## config.mk

```make
export PLATFORM = sky130hd
export DESIGN_NAME = digit_serial_comparator
export DESIGN_NICKNAME = d
export VERILOG_FILES = /design/src/rtl/cmp_pkg.sv /design/src/rtl/cmp_digit.sv /design/src/rtl/digit_serial_comparator.sv
export SDC_FILE = /design/constraint.sdc
export NUM_CORES = 1
export LEC_CHECK = 0
export CAP_MARGIN = 0
export CORE_MARGIN = 10
export CORE_UTILIZATION = 24
export CTS_BUF_LIST = sky130_fd_sc_hd__clkbuf_8 sky130_fd_sc_hd__clkbuf_16
export CTS_CLUSTER_SIZE = 16
export DETAILED_ROUTE_END_ITERATION = 8
export PLACE_DENSITY_LB_ADDON = 0.2
export SLEW_MARGIN = 20
export SYNTH_ARGS = -nofsm -noshare
export SYNTH_HDL_FRONTEND = slang
export SYNTH_HIERARCHICAL = 1
export SYNTH_SLANG_ARGS = --single-unit
```

## constraint.sdc

```tcl
create_clock -name clk -period 3.66 [get_ports clk]
set_clock_uncertainty 0.05 [all_clocks]
set_input_delay 0.366 -clock clk [delete_from_list [all_inputs] [get_ports clk]]
set_output_delay 0.366 -clock clk [all_outputs]
set_load 0.01 [all_outputs]
```

## src/rtl/cmp_pkg.sv

```systemverilog
// Shared types for the digit-serial comparator: FSM state encoding and result flags.
package cmp_pkg;

   typedef enum logic [1:0] {
      IDLE = 2'd0,
      SCAN = 2'd1,
      DONE = 2'd2
   } cmp_state_e;

   typedef struct packed {
      logic gt;
      logic lt;
      logic eq;
   } cmp_flags_t;

endpackage

```

## src/rtl/cmp_digit.sv

```systemverilog
// Combinational DIGIT-bit slice magnitude compare; zero latency, no flow control.
module cmp_digit #(
   parameter int DIGIT = 4
) (
   input  logic [DIGIT-1:0] a_i,
   input  logic [DIGIT-1:0] b_i,
   output logic             gt_o,
   output logic             lt_o
);

   assign gt_o = (a_i > b_i);
   assign lt_o = (a_i < b_i);

endmodule

```

## src/rtl/digit_serial_comparator.sv

```systemverilog
// MSB-first digit-serial compare, 1..WIDTH/DIGIT cycles (early exit on first unequal slice); result held until out_ready.
// DIGIT_SERIAL_CMP_SIGNED_EN adds signed_mode (two's complement compare via MSB inversion at capture).
module digit_serial_comparator
   import cmp_pkg::*;
#(
   parameter int WIDTH = 16,
   parameter int DIGIT = 4
) (
   input  logic                             clk,
   input  logic                             rst_n,
   input  logic                             in_valid,
   output logic                             in_ready,
   input  logic [WIDTH-1:0]                 a,
   input  logic [WIDTH-1:0]                 b,
`ifdef DIGIT_SERIAL_CMP_SIGNED_EN
   input  logic                             signed_mode,
`endif
   output logic                             out_valid,
   input  logic                             out_ready,
   output logic                             a_gt_b,
   output logic                             a_lt_b,
   output logic                             a_eq_b,
   output logic [$clog2(WIDTH/DIGIT):0]     scan_cycles
);

   localparam int NDIG = WIDTH / DIGIT;
   localparam int IDXW = (NDIG > 1) ? $clog2(NDIG) : 1;
   localparam int SCW  = $clog2(NDIG) + 1;

   if (!((DIGIT == 1) || (DIGIT == 2) || (DIGIT == 4) || (DIGIT == 8)) ||
       (WIDTH % DIGIT != 0) || (WIDTH < DIGIT) || (WIDTH > 64)) begin : g_param_err
      $error("digit_serial_comparator: illegal WIDTH/DIGIT combination");
   end

   cmp_state_e        state_q, state_d;
   logic [WIDTH-1:0]  a_q, a_d;
   logic [WIDTH-1:0]  b_q, b_d;
   logic [IDXW-1:0]   idx_q, idx_d;
   logic [SCW-1:0]    cnt_q, cnt_d;
   cmp_flags_t        flags_q, flags_d;

   logic [DIGIT-1:0]  a_sl, b_sl;
   logic              sl_gt, sl_lt;
   logic              last_sl;
   logic              msb_flip;
   logic [WIDTH-1:0]  msb_mask;

`ifdef DIGIT_SERIAL_CMP_SIGNED_EN
   assign msb_flip = signed_mode;
`else
   assign msb_flip = 1'b0;
`endif

   // Flipping the sign bit of both operands maps two's complement order onto unsigned order.
   always_comb begin
      msb_mask          = '0;
      msb_mask[WIDTH-1] = msb_flip;
   end

   always_comb begin
      a_sl = '0;
      b_sl = '0;
      for (int i = 0; i < NDIG; i++) begin
         if (idx_q == IDXW'(i)) begin
            a_sl = a_q[i*DIGIT +: DIGIT];
            b_sl = b_q[i*DIGIT +: DIGIT];
         end
      end
   end

   assign last_sl = (idx_q == '0);

   cmp_digit #(
      .DIGIT (DIGIT)
   ) u_cmp_digit (
      .a_i  (a_sl),
      .b_i  (b_sl),
      .gt_o (sl_gt),
      .lt_o (sl_lt)
   );

   always_comb begin
      state_d = state_q;
      a_d     = a_q;
      b_d     = b_q;
      idx_d   = idx_q;
      cnt_d   = cnt_q;
      flags_d = flags_q;
      case (state_q)
         IDLE: begin
            if (in_valid) begin
               a_d     = a ^ msb_mask;
               b_d     = b ^ msb_mask;
               idx_d   = IDXW'(NDIG - 1);
               cnt_d   = SCW'(1);
               flags_d = '0;
               state_d = SCAN;
            end
         end
         SCAN: begin
            if (sl_gt || sl_lt) begin
               flags_d.gt = sl_gt;
               flags_d.lt = sl_lt;
               flags_d.eq = 1'b0;
               state_d    = DONE;
            end else if (last_sl) begin
               flags_d.gt = 1'b0;
               flags_d.lt = 1'b0;
               flags_d.eq = 1'b1;
               state_d    = DONE;
            end else begin
               idx_d = idx_q - IDXW'(1);
               cnt_d = cnt_q + SCW'(1);
            end
         end
         DONE: begin
            if (out_ready) begin
               flags_d = '0;
               state_d = IDLE;
            end
         end
         default: begin
            flags_d = '0;
            state_d = IDLE;
         end
      endcase
   end

   always_ff @(posedge clk or negedge rst_n) begin
      if (!rst_n) begin
         state_q <= IDLE;
         a_q     <= '0;
         b_q     <= '0;
         idx_q   <= '0;
         cnt_q   <= '0;
         flags_q <= '0;
      end else begin
         state_q <= state_d;
         a_q     <= a_d;
         b_q     <= b_d;
         idx_q   <= idx_d;
         cnt_q   <= cnt_d;
         flags_q <= flags_d;
      end
   end

   assign in_ready    = (state_q == IDLE);
   assign out_valid   = (state_q == DONE);
   assign a_gt_b      = flags_q.gt;
   assign a_lt_b      = flags_q.lt;
   assign a_eq_b      = flags_q.eq;
   assign scan_cycles = cnt_q;

endmodule

```

==> results of run 1 <==
==> per-layer routing <==
metal / track usage / wire length [um] / vias to the layer above
met3: 0.0245 / 203 / 5
met1: 0.103 / 2400 / 732
met2: 0.117 / 2310 / 25
met5: 0 / 0 / -
met4: 0.0322 / 91 / 0
li1: - / - / 747
==> flip-flops by register name, summed over array words and instances, names as in the netlist <==
name / flops
a_q: 16
b_q: 16
scan_cycles: 3
idx_q: 2
state_q: 2
a_eq_b: 1
a_gt_b: 1
a_lt_b: 1
==> power by group <==
part	internal (W)	switching, W	leakage, nW	total (W)
logic	0.000521	0.000468	0.611	0.000989
clock network	0.000218	0.000153	0.0573	0.000371
registers	0.000678	0.000148	0.500	0.000827
==> Yosys cell counts (all sizes together) <==
cell	n	area [um^2]
or2	1	6.26
a211oi	3	22.5
a31o	1	8.76
nand2b	2	12.5
and2	1	6.26
o31ai	3	22.5
mux2	27	304
or3	1	6.26
a22o	6	52.6
clkbuf	4	15.0
a2bb2oi	1	8.76
a221oi	3	26.3
o21bai	1	7.51
nor2	4	22.5
a21oi	14	70.1
mux2i	2	20.0
or4b	1	13.8
dfrtp	42	1050
inv	16	60.1
ha	10	125
nand2	17	63.8
a22oi	1	7.51
buf	5	50.0
and3	1	6.26
o21ai	13	65.1
and2b	2	17.5
nor4b	1	23.8
nor3b	1	18.8
nand3	1	5.00
nor2b	5	38.8
==> placed cells by master (no fill, tap or decap), types with 2 or more instances in the layout <==
| cell type | count |
|---|---|
| dfrtp_1 | 42 |
| clkdlybuf4s50_1 | 42 |
| mux2_2 | 25 |
| nand2_1 | 17 |
| inv_1 | 16 |
| a21oi_1 | 14 |
| o21ai_0 | 13 |
| ha_1 | 10 |
| a22o_1 | 6 |
| clkbuf_8 | 6 |
| nor2b_1 | 4 |
| a221oi_1 | 3 |
| o31ai_1 | 3 |
| nor2_1 | 3 |
| a211oi_1 | 3 |
| and2b_2 | 2 |
| mux2_1 | 2 |
| mux2i_1 | 2 |
| nand2b_1 | 2 |
==> cell families after synthesis <==
group	share of synthesized area
multiplexers	0.150
buffers and inverters	0.0580
AND/OR/NAND/NOR	0.112
flip-flops	0.487
AO/OA/AOI/OAI	0.135
adder cells (fa/ha/maj)	0.0580
==> path summary, 6_finish.rpt <==
check | startpoint | end | slack [ps] | cells past startpoint
max in group asynchronous | rst_n | a_q[12] | 2810 | 1
max reg2reg | idx_q[1] | scan_cycles[1] | 370 | 13
max | idx_q[1] | scan_cycles[1] | 370 | 13
min in group clk | scan_cycles[2] | scan_cycles[2] | 450 | 1
min reg2reg | scan_cycles[2] | scan_cycles[2] | 450 | 1
min | rst_n | scan_cycles[1] | 170 | 1
==> stage by stage <==
step	utilization	area, um^2	power, W	hold WS [ps]
2_1_floorplan	-	2160	0.00158	20.4
3_3_place_gp	0.305	2660	0.00183	431
3_5_place_dp	0.305	2660	0.00185	438
4_1_cts	0.318	2770	0.00223	204
5_1_grt	0.318	2770	0.00238	232
6_report	0.318	2770	0.00219	173
==> area by class of cell <==
| cell class | instances | area, um^2 |
|---|---|---|
| multi-input combinational | 123 | 982 |
| clock inverter | 1 | 30.0 |
| clock buffer | 6 | 82.6 |
| timing repair buffer | 44 | 433 |
| fill | 877 | 5950 |
| inverter | 16 | 60.1 |
| tap | 108 | 135 |
| sequential | 42 | 1050 |
==> impl_metrics.json, run 1 <==
{
  "final_max_slew_viol_count": 0,
  "fin_tns_setup_ps": 0,
  "clockBufferDepth": 2,
  "first_iter_violations": 82,
  "vdd_drop_max_mv": 0.241,
  "slew_headroom": 0.372,
  "required_ps": 3780,
  "drive_above_1_share": 0.181,
  "overflow": 0,
  "dr.pass1.iters": 4,
  "die-area_um2": 13200,
  "grt_use_total": 0.0783,
  "io_pins": 44,
  "finalNetCount": 278,
  "synthToLayoutAreaGrowth_pct": 28.5,
  "cpMaxStageDelayCell": "or4b_4",
  "gp_congestion": 0.691,
  "totalWireLength_mm": 5.00,
  "syn_area_um2": 2160,
  "critPathBufInv": 2,
  "leakage_nw": 1.17,
  "max_freq_mhz": 304,
  "power_density_nw_per_um2": 788,
  "instances_no_fill": 340,
  "critical_path_class": "reg -> reg",
  "status": "complete, no violations",
  "clkSlewWorstSetupHoldPaths_ps": 70,
  "cts_tree": "done",
  "cts_resized": 0,
  "path_cells": "inv_1 -> ha_1 -> nor2b_1 -> a221oi_1 -> o31ai_1 -> inv_1 -> ha_1 -> nand2_1 -> o21bai_1 -> and2_1 -> or4b_4 -> nor2_4 -> o21ai_0",
  "crit_family": "simple AND/OR/NAND/NOR gates",
  "ys_ff_latch": 42,
  "syn_area_per_cell_um2": 11.4,
  "max_cap_violations": 0,
  "h-tree-depth": 2,
  "cts.sinks": 42,
  "grt_pass1_wl_mm": 8.27,
  "core_area_um2": 8720,
  "hpwl_mm": 3.75,
  "cts_setup_buffers": 0,
  "setup-violations-final": 0,
  "numCtsBuffers": 5,
  "n_antenna_cell": 0,
  "dp.cells": 333,
  "vias_per_cell": 4.44,
  "cp.arrival_ps": 3410,
  "ant_nets": 0,
  "route.detailed.drc": 0,
  "vias": 1509,
  "first_global_vias": 1617,
  "critical-path-max-stage-delay_ps": 520,
  "tightestPinTransition_ps": 942,
  "die_h_um": 115,
  "cts_root_buffer": "clkbuf_8",
  "clk_latency_ps": 290,
  "hold_path.class": "in -> async",
  "place_worst_setup_slack_ps": 441,
  "cp-start-kind": "register",
  "syn_inst": 190,
  "grt_max_degree": 44,
  "port_buffers": 43,
  "die_w_um": 115,
  "post_synth_num_cell_types": 34,
  "antenna_found_initial": 0,
  "finalCritPeriodShare": 0.899,
  "syn_nets": 236,
  "start_util": 0.247,
  "grt_setup_unrepaired": "false",
  "rows": 34,
  "cp_max_fo": 14,
  "fin_crit_ps": 3290,
  "detail_route.wl_per_cell_um": 14.7,
  "finalWorstSetupSlack_ps": 368,
  "hold_violations": 0,
  "ys_seq_area_frac": 0.487,
  "worst_setup_path_end_kind": "register",
  "yosys_warnings": 6,
  "holdBufCountCts": 0
}
No activity file was read; power rests on OpenSTA's default activity.
==> run 2, diff against run 1 <==
--- a/config.mk
+++ b/config.mk
@@ -15,5 +15,4 @@
 export SLEW_MARGIN = 20
 export SYNTH_ARGS = -nofsm -noshare
 export SYNTH_HDL_FRONTEND = slang
-export SYNTH_HIERARCHICAL = 1
 export SYNTH_SLANG_ARGS = --single-unit
==> impl_metrics.json, run 2 <==
{
  "cp_max_fo": 10,
  "post_synth_num_cell_types": 36,
  "status": "complete, no violations",
  "startpoint": "idx_q[1]",
  "hold_violations": 0,
  "cp-start-kind": "register",
  "synthTopCellsByCount": "42 x dfrtp_1, 18 x mux2_1, 14 x mux2_4, 14 x nor2b_1, 10 x a21oi_1",
  "async_reset_ff_frac": 1.00,
  "antenna_found_initial": 0,
  "worst_setup_path_end_kind": "register",
  "totalWireLength_mm": 4.77,
  "ant_nets": 0,
  "synth_most_common_cell": "dfrtp_1",
  "min_from": "b_q[6]",
  "power_density_nw_per_um2": 732,
  "hold_path.class": "reg -> reg",
  "route.detailed.drc": 0,
  "hpwl_mm": 3.56,
  "clockBufferDepth": 2,
  "grt_pass1_wl_mm": 8.07,
  "clkSlewWorstSetupHoldPaths_ps": 80,
  "cts_root_buffer": "clkbuf_8",
  "finalNetCount": 257,
  "overflow": 0,
  "syn_area_per_cell_um2": 12.6,
  "syn_nets": 215,
  "place_worst_setup_slack_ps": 556,
  "start_util": 0.245,
  "io_pins": 44,
  "final_max_slew_viol_count": 0,
  "n_antenna_cell": 0,
  "leakage_nw": 1.17,
  "cts_tree": "done",
  "synth_edf_count": 0,
  "die-area_um2": 13100,
  "ys_seq_area_frac": 0.491,
  "die_h_um": 114,
  "required_ps": 3790,
  "tightestPinTransition_ps": 589,
  "grt_use_total": 0.0767,
  "nFillCells": 883,
  "synth_top_area_share": 0.491,
  "finalWorstSetupSlack_ps": 552,
  "fin_crit_ps": 3110,
  "dr.pass1.iters": 4,
  "grt_setup_unrepaired": "false",
  "vias": 1411,
  "yosys.area.top_type": "dfrtp_1",
  "ys_ff_latch": 42,
  "path_cells": "inv_1 -> ha_1 -> nor2b_1 -> a221oi_1 -> nor3_1 -> a21oi_1 -> ha_1 -> a21o_1 -> o311a_1 -> nor3_1 -> a21oi_1",
  "r2r-start": "idx_q[1]",
  "synthToLayoutAreaGrowth_pct": 29.9,
  "cts_resized": 0,
  "vdd_drop_max_mv": 0.211,
  "setup-violations-final": 0,
  "critical-path-max-stage-delay_ps": 440,
  "grt_max_degree": 43,
  "syn_inst": 170,
  "die_w_um": 114,
  "max_cap_violations": 0,
  "synth_area_leaders": "dfrtp_1 49%, mux2_4 9.8%, mux2_1 9.5%",
  "clk_latency_ps": 300,
  "h-tree-depth": 2,
  "vias_per_cell": 4.41,
  "max_freq_mhz": 322,
  "detail_route.wl_per_cell_um": 14.9,
  "yosys_warnings": 0,
  "gp_congestion": 0.704,
  "fin_tns_setup_ps": 0,
  "cp.arrival_ps": 3230,
  "first_global_vias": 1531,
  "critical_path_class": "reg -> reg",
  "slew_headroom": 0.607,
  "port_buffers": 43,
  "syn_area_um2": 2140,
  "drive_above_1_share": 0.132,
  "cts.sinks": 42,
  "core_area_um2": 8720,
  "first_iter_violations": 33,
  "cpMaxStageDelayCell": "nor2b_1",
  "final_cell_mix": "42 x dfrtp_1, 42 x clkdlybuf4s50_1, 18 x mux2_1",
  "rows": 34,
  "numCtsBuffers": 5,
  "synth-main-ff-cell": "dfrtp_1",
  "finalCritPeriodShare": 0.849
}
run 2: cell count changes after synthesis, sizes merged, moves of 5 or more:
cell,delta
a22o,-5
inv,-10
mux2,+5
nand2,-10
nor2b,+9
nor3,+7
o21ai,-12
run 2: final timing paths:
check / endpoint / slack (ps) / cells past startpoint
max: idx_q[0] / 550 / 11
min: b_q[6] / 440 / 1
max reg2reg: idx_q[0] / 550 / 11
min reg2reg: b_q[6] / 440 / 1
max in group asynchronous: b_q[3] / 2580 / 3
min in group asynchronous: scan_cycles[0] / 490 / 2
run 2: report_power, final:
group,switching [W],leakage [nW],internal [W],total (W)
clock network,0.000161,0.0573,0.000218,0.000379
logic,0.000385,0.618,0.000457,0.000842
registers,0.000142,0.496,0.000673,0.000814
run 2: layout make-up:
| cell class | instances | area, um^2 | area share |
|---|---|---|---|
| clock buffer | 6 | 82.6 | 0.0297 |
| clock inverter | 1 | 30.0 | 0.0108 |
| inverter | 6 | 22.5 | 0.00810 |
| multi-input combinational | 112 | 1000 | 0.361 |
| sequential | 42 | 1050 | 0.378 |
| tap | 108 | 135 | 0.0486 |
| timing repair buffer | 45 | 455 | 0.164 |
run 2: kinds of logic after synthesis:
kind of cell,share of synthesized area
adder cells (fa/ha/maj),0.0526
AO/OA/AOI/OAI,0.118
multiplexers,0.198
flip-flops,0.491
AND/OR/NAND/NOR,0.100
buffers and inverters,0.0403
run 2: metrics by stage:
step	hold WS, ps	util	cell area (um^2)	power, W	std cells
2_1_floorplan	20.4	-	2140	0.00144	170
3_3_place_gp	422	0.302	2640	0.00167	311
3_5_place_dp	432	0.302	2640	0.00168	311
4_1_cts	198	0.315	2750	0.00207	318
5_1_grt	471	0.319	2780	0.00221	320
6_report	443	0.319	2780	0.00204	320
run 2: worst max-delay path, delay by kind of cell (launching register included):
kind / cells / cell delay [ps]
AOI/OAI and AO/OA: 5 / 960
and+or+nand+nor: 3 / 830
adders and majority gates: 2 / 640
DFF: 1 / 410
buffers and inverters: 1 / 80
run 2: repair_timing:
| action | CTS | global route |
|---|---|---|
| endpoints found under the hold margin | 0 | 17 |
| buffers inserted | 0 | 0 |
| hold buffers | 0 | 1 |
run 2: routing by layer:
metal,up-vias,GRT usage,routed length (um)
met5,-,0,0
met4,0,0.0276,66
met3,9,0.0288,312
met2,36,0.107,2010
met1,664,0.104,2380
li1,702,-,-
